[src/rtl/scan_sequencer.sv]
// Round-robin channel scanner driving a 2-to-4 enable decoder.
// Ports: clk, rst_n, run, hold, mask[3:0] -> sel[1:0], en, frame_done.
module scan_sequencer #(
    parameter int CNT_W     = 16,
    parameter int ON_CYC    = 4,
    parameter int BLANK_CYC = 2
) (
    input  logic       clk,
    input  logic       rst_n,
    input  logic       run,
    input  logic       hold,
    input  logic [3:0] mask,
    output logic [1:0] sel,
    output logic       en,
    output logic       frame_done
);
    typedef enum logic [1:0] {IDLE, ON, BLANK} state_t;

    localparam logic [CNT_W-1:0] ON_LD =
        CNT_W'(ON_CYC - 1);
    localparam logic [CNT_W-1:0] BL_LD =
        CNT_W'(BLANK_CYC > 0 ? BLANK_CYC - 1 : 0);

    state_t           state;
    logic [CNT_W-1:0] cnt;
    logic [1:0]       nxt;
    logic [1:0]       low;
    logic [1:0]       idx;
    logic             wrap;
    logic             adv;

    // nxt: first set bit strictly after sel (cyclic); falls back to sel
    // itself, which is right when sel is the only set bit.
    always_comb begin
        nxt = sel;
        idx = sel;
        for (int k = 3; k >= 1; k--) begin
            idx = sel + 2'(k);
            if (mask[idx]) nxt = idx;
        end
        low = 2'd0;
        for (int k = 3; k >= 0; k--) begin
            if (mask[k]) low = 2'(k);
        end
        wrap = (nxt <= sel);
        adv  = ((state == ON) && (cnt == '0) && (BLANK_CYC == 0))
            || ((state == BLANK) && (cnt == '0));
    end

    always_ff @(posedge clk or negedge rst_n) begin
        if (!rst_n) begin
            state      <= IDLE;
            cnt        <= '0;
            sel        <= 2'd0;
            en         <= 1'b0;
            frame_done <= 1'b0;
        end else if (hold) begin
            frame_done <= 1'b0;
        end else begin
            frame_done <= 1'b0;
            if (state != IDLE && !run) begin
                state <= IDLE;
                en    <= 1'b0;
            end else if (adv) begin
                if (mask == 4'd0) begin
                    state <= IDLE;
                    en    <= 1'b0;
                end else begin
                    state      <= ON;
                    sel        <= nxt;
                    en         <= 1'b1;
                    cnt        <= ON_LD;
                    frame_done <= wrap;
                end
            end else begin
                unique case (state)
                    IDLE: begin
                        if (run && mask != 4'd0) begin
                            state <= ON;
                            sel   <= low;
                            en    <= 1'b1;
                            cnt   <= ON_LD;
                        end
                    end
                    ON: begin
                        if (cnt != '0) begin
                            cnt <= cnt - 1'b1;
                        end else begin
                            state <= BLANK;
                            en    <= 1'b0;
                            cnt   <= BL_LD;
                        end
                    end
                    BLANK: cnt <= cnt - 1'b1;
                    default: begin
                        state <= IDLE;
                        en    <= 1'b0;
                    end
                endcase
            end
        end
    end
endmodule

[config.mk]
export PLATFORM = sky130hd
export DESIGN_NAME = scan_sequencer
export DESIGN_NICKNAME = d
export VERILOG_FILES = /design/src/rtl/scan_sequencer.sv
export SDC_FILE = /design/constraint.sdc
export NUM_CORES = 1
export LEC_CHECK = 0
export CAP_MARGIN = 40
export CORE_MARGIN = 2
export CORE_UTILIZATION = 34
export CTS_CLUSTER_DIAMETER = 30
export DETAILED_ROUTE_END_ITERATION = 8
export GPL_TIMING_DRIVEN = 0
export HOLD_SLACK_MARGIN = 0.1
export PLACE_DENSITY = 0.51
export RECOVER_POWER = 25
export SYNTH_ARGS = -nofsm -noshare
export SYNTH_HDL_FRONTEND = slang
export SYNTH_SLANG_ARGS = --single-unit
[constraint.sdc]
create_clock -name clk -period 2.2 [get_ports clk]
set_clock_uncertainty 0.05 [all_clocks]
set_input_delay 0.22 -clock clk [delete_from_list [all_inputs] [get_ports clk]]
set_output_delay 0.22 -clock clk [all_outputs]
set_load 0.1 [all_outputs]
# After elaboration in Yosys (flattened, before gate mapping)
# Index checks and enable logic that the tools add are counted.
[totals]
reg_bits = 22
out_inout_bits = 4
wordCells = 76
[classes]
add_sub_neg = 4
n_lt_le_gt_ge = 4
eq_ne = 7
n_mux = 38
bitwise = 2
n_reduce_logical = 16
[op_table]
columns = ["cell", "count"]
rows = [
  ["$mux 16", 4],
  ["$pmux 16 s3", 1],
  ["$mux 2", 15],
  ["$logic_not 16->1", 1],
  ["$reduce_bool 16->1", 1],
  ["$sub 16x1->16 const B", 1],
  ["$mux 1", 13],
  ["$reduce_and 5->1", 2],
  ["$lt 2x3->1 const B", 3],
  ["$ne 4x4->1 const B", 2],
  ["$reduce_bool 4->1", 2],
  ["$bmux 1 s2", 3],
  ["$pmux 2 s3", 1],
  ["$reduce_bool 2->1", 3],
  ["$add 2x2->2 const B", 2],
  ["$logic_not 4->1", 1],
  ["$reduce_and 4->1", 1],
  ["$logic_and 1x1->1", 3],
  ["$ne 3x2->1 const B", 1],
  ["$ne 3x3->1 const B", 1],
  ["$pmux 1 s3", 1],
  ["$add 2x1->2 const B", 1],
  ["$eq 2x1->1 const B", 1],
  ["$eq 2x2->1 const B", 1],
  ["other kinds (5)", 6],
]

# Logic depth before layout (Yosys ltp)
# Gate-level depths: netlist (run 1).
[depth]
ltp_word = 11
mapped_depth = 9
depth_no_buf = 9

# Worst setup path before layout (run 1)
# OpenSTA, ideal clock, no wires.
[synth_timing]
kind = "reg-to-reg"
startpoint = "register sel[1]"
endpoint = "register frame_done"
setup_ns = 0.105
arrival_time_ns = 2.068
required_ns = 2.045
path_slack_ns = -0.023
stages_incl_launch_ff = 8
n_path_buf = 0
synth_period_minus_slack_ns = 2.223
cell_sequence = "dfrtp_1 -> inv_1 -> nand2_1 -> a22oi_1 -> ha_1 -> a21oi_1 -> a21oi_1 -> nor4b_1"
[synth_via]
elab_chain_cells = 11
[synth_rtl]
columns = ["item", "line", "rtl"]
rows = [
  ["start: declaration", "13", "output logic [1:0] sel,"],
  ["start signal: assignment", "70", "sel <= nxt;"],
  ["start signal: assignment", "80", "sel <= low;"],
  ["$add 2x2->2", "38", "idx = sel + 2'(k);"],
  ["$bmux 1 s2", "39", "if (mask[idx]) nxt = idx;"],
  ["$mux 1 (implied by the code)", "39", ""],
  ["$mux 2 (3 in series)", "39", ""],
  ["$le 2x2->1 (*)", "45", "wrap = (nxt <= sel);"],
  ["$mux 1 (*)", "65", "if (mask == 4'd0) begin"],
  ["$mux 1 (*)", "64", "end else if (adv) begin"],
  ["$mux 1 (*)", "61", "if (state != IDLE && !run) begin"],
  ["$mux 1 (*)", "57", "end else if (hold) begin"],
  ["end signal: assignment", "73", "frame_done <= wrap;"],
  ["end: declaration", "15", "output logic frame_done"],
]
# Every way passes the cells marked *; elsewhere a longest branch is shown, timed or not. The select of a mux whose other input is x is not followed.
# A chain may end at the register's enable or synchronous reset.

# Worst setup path in the final report (run 1)
[layout_timing]
startpoint = "register cnt[0]"
endpoint = "register cnt[13]"
[layout_via]
elab_chain_cells = 4
[layout_rtl]
columns = ["item", "line", "rtl"]
rows = [
  ["start: declaration", "25", "logic [CNT_W-1:0] cnt;"],
  ["start signal: assignment", "87", "cnt <= cnt - 1'b1;"],
  ["start signal: assignment", "94", "BLANK: cnt <= cnt - 1'b1;"],
  ["$sub 16x1->16 (tied with other cells)", "87, 94", ""],
  ["$mux 16 / $logic_and 1x1->1 (equally long branches)", "86, 47", ""],
  ["$pmux 16 s3 (tied with other cells)", "76", "unique case (state)"],
  ["$mux 16 / $reduce_and 5->1 (equally long branches)", "--", ""],
]
# Parallel ways exist; a longest one is shown, timed or not.

==> results of run 1 <==
==> layout make-up <==
| class | count | area (sq um) | share of cell area, % |
|---|---|---|---|
| sequential | 22 | 552 | 25.2 |
| clock inverter | 1 | 30.0 | 1.37 |
| clock buffer | 3 | 41.3 | 1.89 |
| tap | 52 | 65.1 | 2.97 |
| inverter | 10 | 37.5 | 1.71 |
| multi-input combinational | 144 | 1100 | 50.2 |
| buffer | 2 | 26.3 | 1.20 |
| timing repair buffer | 35 | 339 | 15.5 |
==> registers in the layout, summed over array words and instances (netlist names) <==
name and cells:
cnt 16, en 1, frame_done 1, sel 2, state 2
==> metrics by stage <==
step                area (sq um)  total power [mW]  std cells  setup WS (ns)
detailed placement          1820              1.90        247         -0.378
finish                      2190              2.64        269        -0.0895
global placement            1750              1.78        242         -0.326
global route                2190              2.85        269         -0.268
CTS                         2060              2.49        265        -0.0548
floorplan                   1570              1.52        179         0.0180
==> how the worst max path moves through the flow <==
stage                       start  depth (start not counted)                    to
3_5_place_dp   cnt[0]$_DFFE_PN0P_                          9   cnt[13]$_DFFE_PN0P_
5_1_grt        cnt[0]$_DFFE_PN0P_                         10   cnt[13]$_DFFE_PN0P_
6_report       cnt[0]$_DFFE_PN0P_                         10   cnt[13]$_DFFE_PN0P_
3_3_place_gp   cnt[0]$_DFFE_PN0P_                          9    cnt[8]$_DFFE_PN0P_
2_1_floorplan  sel[0]$_DFFE_PN0P_                          7  frame_done$_DFF_PN0_
4_1_cts        cnt[0]$_DFFE_PN0P_                         10    cnt[8]$_DFFE_PN0P_
==> logic make-up after synthesis <==
kind of cell,count (synthesis)
flip-flops,22
multiplexers,5
adder cells (fa/ha/maj),9
buffers and inverters,13
AO/OA/AOI/OAI,64
AND/OR/NAND/NOR,66
==> power breakdown <==
part           switching [mW]  internal, mW
combinational           0.940         0.716
sequential              0.108         0.494
clock                   0.143         0.243
==> synthesized netlist by cell type (2+ instances only) <==
cell and instances:
o31a_1 2, o2bb2ai_1 5, dfrtp_1 22, nand2_4 2, nor2_1 16, mux2_2 2
or2_2 2, mux2i_1 3, nor4_1 3, or3_1 4, a21o_1 2, nand2b_1 4
nand2_1 14, o21ai_0 28, ha_1 9, o31ai_1 4, a31oi_1 3, nor3_1 6
inv_1 10, a21oi_1 10
==> per-layer routing <==
layer	track usage (%)	vias up	share of wire, %
li1	-	744	-
met1	21.7	757	47
met2	27.3	27	47
met3	3.06	11	3.5
met4	7.76	0	2.5
met5	0	-	0
==> timing repair <==
| action | in CTS | in global routing |
|---|---|---|
| cloned | 1 | 0 |
| buffers inserted | 14 | 4 |
| endpoints found under the setup margin | 21 | 21 |
| pin swaps | 8 | 7 |
| hold buffers | 0 | 0 |
| gates resized for setup | 20 | 30 |
==> summary.md, run 1 <==
| Metric | Value |
|---|---|
| Outcome | `complete, but fails checks` |
| Failing checks | `setup timing` |
| Main combinational cell family by area after synthesis | `compound AO/OA/AOI/OAI gates` |
| Primary FF master, synth | `dfrtp_1` |
| Fin crit share | `104%` |
| Mean Syn Cell Area | `8.79 sq um` |
| First-pass GRT wire length | `6890 um` |
| Reg2reg start | `cnt[0]$_DFFE_PN0P_` |
| Core Util, Final | `49.6%` |
| Buffers & Inverters on Critical Path | `3` |
| Skew-Pair Late Insertion Delay | `0.27 ns` |
| Commonest non-fill, non-tap cell in the layout | `dfrtp_1` |
| Clk root buf | `clkbuf_8` |
| Initial Utilization | `35.6%` |
| Initial DRC Count | `39` |
| Max-cap violations | `0` |
| Top cells by area, synth | `dfrtp_1 (35%), o21ai_0 (8.9%), ha_1 (7.2%)` |
| Commonest cells after routing, fill and taps aside | `dfrtp_1 (21), nor2_1 (16), buf_4 (16), nand2_1 (13), o21ai_0 (11)` |
| Setup ws final | `-0.0895 ns` |
| Mapped cell area | `1570 sq um` |
| Critical R2R Capture | `cnt[13]$_DFFE_PN0P_` |
| R2R depth | `10` |
| Via Count | `1,539` |
| Num ports | `12` |
| Xor and xnor area share after synthesis | `0%` |
| DR WL/cell | `15.3 um` |
| CTS Sinks | `22` |
| Leak Pwr | `0.977 nW` |
| Yosys cell types | `48` |
| Layout overhead on the synthesized area | `39.2%` |
| Mux share of post-synthesis cell area | `3.34%` |
| Antenna diode count | `0` |
| Final Critical Period | `2.29 ns` |
| Maximum clock rate | `437 MHz` |
| Final RePlAce weighted congestion | `0.922` |
| Number of buffers inserted by port buffering | `11` |
| Core area | `4410 sq um` |
| Cell Chain, Critical Path | `inv_1 -> ha_2 -> nor3b_4 -> buf_6 -> nand2_8 -> o311ai_4 -> buf_6 -> o21ai_0 -> o21ai_0 -> o31ai_2` |
| Share of the synthesized area in the top cell type | `35.0%` |
| Share of cells above drive strength 1 | `30.4%` |
| Layout filler cell count | `400` |
| Critical setup path kind | `reg2reg` |
| Delay-heaviest family, CP | `compound AO/OA/AOI/OAI gates` |
| Num CTS Buffers | `3` |
| Clock Path Buffers | `2` |
| Synth Area in Compound Gates | `26.9%` |
| Post-Synth Adder-Cell Area | `7.16%` |
| Delay of the slowest critical-path stage | `0.39 ns` |
| Slowest cell on crit path | `dfrtp_1` |
| Post-synthesis sequential area ratio | `35.0%` |
| Hold_ws | `0.318 ns` |
| # DRC | `0` |
| Ys async rst share | `100%` |
| Detailed placer's ending HPWL | `2870 um` |
| Endpoints failing setup | `8` |
| Die area | `5190 sq um` |
| Startpoint types | `register` |
| Clock slew at reported path FFs | `0.09 ns` |
| Sum of negative setup slack | `-0.367 ns` |
| Grt total ovfl | `0` |
| FF+latch count, synth | `22` |
| Worst slew pin tran | `0.554 ns` |
| RSZ-0062 raised after global routing | `yes` |
| Largest fanout on the critical path | `7` |
| Net Count, Synth | `196` |
| Vias in the first global route | `1,533` |
| ANT nets after route | `0` |
| Synth warn | `0` |
| Largest net degree at the start of global routing | `14` |
| Simple-gate portion of the synthesized area | `23.8%` |
| VDD IR max | `0.579 mV` |
| Initial antenna violation count | `0` |
| Final #Nets | `235` |
| Hold Vio Cnt, Final | `0` |
| Tot GR Track Use | `16.8%` |
| CP Data Arrival Time | `2.39 ns` |
| Chip Width | `72.0 um` |
| R2R setup slack | `-0.09 ns` |
| Syn Inst Count | `179` |
| Routed Wire Length | `4110 um` |
| Worst Path Required | `2.30 ns` |
| Slew margin rel. | `63.0%` |
| CTS tree | `built` |
| PwrDens | `1210 nW/um^2` |
| Final Max Slew Viols | `0` |
| Core Rows | `24` |
| Worst setup EP type | `register` |
| EDFF count, synth | `0` |
| Drt pass-1 iters | `4` |
| Htree depth | `1` |
| Yosys top cell by area | `dfrtp_1` |
| Vias per cell | `5.72` |
| Hold crit path type | `in2async` |
| Die height | `72.0 um` |
Power figures use the tool's default switching activity.
==> run 2, diff against run 1 <==
RECOVER_POWER = not set   (was 25)
==> summary.md, run 2 (synthesis results as in run 1) <==
| Metric | Value |
|---|---|
| Number of buffers inserted by port buffering | `11 (unchanged)` |
| Outcome | `complete, but fails checks (unchanged)` |
| Core Rows | `24 (unchanged)` |
| Worst Path Required | `2.30 ns (about the same)` |
| Num CTS Buffers | `3 (unchanged)` |
| Largest fanout on the critical path | `7 (unchanged)` |
| Num ports | `12 (unchanged)` |
| Htree depth | `1 (unchanged)` |
| Hold_ws | `0.248 ns (was 0.318 ns)` |
| Chip Width | `72.0 um (unchanged)` |
| Die height | `72.0 um (unchanged)` |
| Final Max Slew Viols | `0 (unchanged)` |
| Detailed placer's ending HPWL | `2870 um (unchanged)` |
| Commonest cells after routing, fill and taps aside | `dfrtp_1 (21), nor2_1 (16), buf_4 (16), nand2_1 (13) (was dfrtp_1 (21), nor2_1 (16), buf_4 (16), nand2_1 (13), o21ai_0 (11))` |
| CTS Sinks | `22 (unchanged)` |
| Final Critical Period | `2.29 ns (unchanged)` |
| Worst slew pin tran | `0.548 ns (was 0.554 ns)` |
| CP Data Arrival Time | `2.39 ns (about the same)` |
| Routed Wire Length | `4110 um (unchanged)` |
| Layout filler cell count | `400 (unchanged)` |
| Initial DRC Count | `39 (unchanged)` |
| Vias per cell | `5.72 (unchanged)` |
| Vias in the first global route | `1,533 (unchanged)` |
| Fin crit share | `104% (unchanged)` |
| PwrDens | `1210 nW/um^2 (about the same)` |
| Hold crit path type | `in2async (unchanged)` |
| Most flops, register | `cnt (unchanged)` |
| Die area | `5190 sq um (unchanged)` |
| # DRC | `0 (unchanged)` |
| Antenna diode count | `0 (unchanged)` |
| Largest net degree at the start of global routing | `14 (unchanged)` |
| Grt total ovfl | `0 (unchanged)` |
| Initial antenna violation count | `0 (unchanged)` |
| VDD IR max | `0.579 mV (unchanged)` |
| Leak Pwr | `0.977 nW (about the same)` |
| Area occupied by multi-input gates | `1100 sq um (unchanged)` |
| Clock Path Buffers | `2 (unchanged)` |
| Setup ws final | `-0.0895 ns (unchanged)` |
| Biggest regs | `cnt: 16 flops, sel: 2 flops, state: 2 flops (unchanged)` |
| Final RePlAce weighted congestion | `0.922 (unchanged)` |
| Layout overhead on the synthesized area | `39.2% (unchanged)` |
| Power Total | `2.64 mW (about the same)` |
| Skew-Pair Late Insertion Delay | `0.27 ns (about the same)` |
| Post-place setup slack | `-0.378 ns (unchanged)` |
| Register area | `552 sq um (unchanged)` |
| Commonest non-fill, non-tap cell in the layout | `dfrtp_1 (unchanged)` |
| Cell Chain, Critical Path | `inv_1 -> ha_2 -> nor3b_4 -> buf_6 -> nand2_8 -> o311ai_4 -> buf_6 -> o21ai_0 -> o21ai_0 -> o31ai_2 (unchanged)` |
| Via Count | `1,539 (unchanged)` |
| Critical setup path kind | `reg2reg (unchanged)` |
| Worst setup EP type | `register (unchanged)` |
| ANT nets after route | `0 (unchanged)` |
| Dpl cell area | `1820 sq um (unchanged)` |
| DR WL/cell | `15.3 um (unchanged)` |
| Clock slew at reported path FFs | `0.09 ns (about the same)` |
| Clk root buf | `clkbuf_8 (unchanged)` |
| Failing checks | `setup timing (unchanged)` |
| Slowest cell on crit path | `dfrtp_1 (unchanged)` |
| Core area | `4410 sq um (unchanged)` |
| Share of cells above drive strength 1 | `30.4% (unchanged)` |
| CTS tree | `built (unchanged)` |
| Final #Nets | `235 (unchanged)` |
| Tot GR Track Use | `16.8% (unchanged)` |
| Design area | `2190 sq um (unchanged)` |
| Maximum clock rate | `437 MHz (unchanged)` |
| Largest register FFs | `16 (unchanged)` |
| Core Util, Final | `49.6% (unchanged)` |
| Drt pass-1 iters | `4 (unchanged)` |
| RSZ-0062 raised after global routing | `yes (unchanged)` |
| Initial Utilization | `35.6% (unchanged)` |
| Slew margin rel. | `63.3% (was 63.0%)` |
| Startpoint types | `register (unchanged)` |
| Endpoints failing setup | `8 (unchanged)` |
| Max-cap violations | `0 (unchanged)` |
| Hold Vio Cnt, Final | `0 (unchanged)` |
| Delay of the slowest critical-path stage | `0.39 ns (about the same)` |
| First-pass GRT wire length | `6890 um (unchanged)` |
==> run 2: cell types whose count changed in the layout (fill, tap and decap cells not counted) <==
cell	before	now
dlygate4sd3_1	1	0
clkdlybuf4s50_1	10	11
==> run 2: stage by stage <==
step | setup TNS (ns) | instances
final | -0.367 | 269
after floorplan | 0 | 179
after CTS | -0.374 | 265
after global placement | -5.06 | 242
after detailed placement | -6.01 | 247
after global routing | -2.43 | 269
==> run 2: power breakdown <==
part,internal (mW),switching [mW],total (mW)
Combinational,0.717,0.940,1.66
Clock,0.243,0.143,0.386
Sequential,0.494,0.108,0.602
==> run 2: final timing paths <==
path	slack [ns]	startpoint	cells after the start	endpoint
min in group clk	0.45	en$_DFFE_PN0P_	1	en$_DFFE_PN0P_
worst max register to register	-0.09	cnt[0]$_DFFE_PN0P_	10	cnt[13]$_DFFE_PN0P_
worst min register to register	0.45	en$_DFFE_PN0P_	1	en$_DFFE_PN0P_
worst min-delay path	0.25	rst_n	1	cnt[7]$_DFFE_PN0P_
max in group asynchronous	1.37	rst_n	2	en$_DFFE_PN0P_
worst max-delay path	-0.09	cnt[0]$_DFFE_PN0P_	10	cnt[13]$_DFFE_PN0P_
==> run 2: layer usage <==
metal  wire (um)  share of wire, %  up-vias  GRT usage, %
met1        1920                47      757          21.7
met5           0                 0        -             0
met2        1950                47       27          27.3
met4         102               2.5        0          7.76
li1            -                 -      744             -
met3         143               3.5       11          3.06
==> run 2: timing repair <==
item                                   CTS  global route
hold buffers                             0             0
setup endpoints to repair               21            21
gates cloned                             1             0
pin swaps                                8             7
endpoints found under the hold margin    0             0
gates resized for setup                 20            30
buffers inserted                        14             4
==> run 2: area by class of cell <==
class / instances / area share, %
buffer: 2 / 1.20
clock buffer: 3 / 1.89
clock inverter: 1 / 1.37
inverter: 10 / 1.71
multi-input combinational: 144 / 50.2
sequential: 22 / 25.2
tap: 52 / 2.97
timing repair buffer: 35 / 15.5
==> run 2: critical path, delay by kind of cell (launching register included) <==
kind	cells	cell delay, ns
adders and majority gates	1	0.18
DFF	1	0.39
buffers and inverters	3	0.42
and+or+nand+nor	2	0.34
AOI/OAI and AO/OA	4	0.81
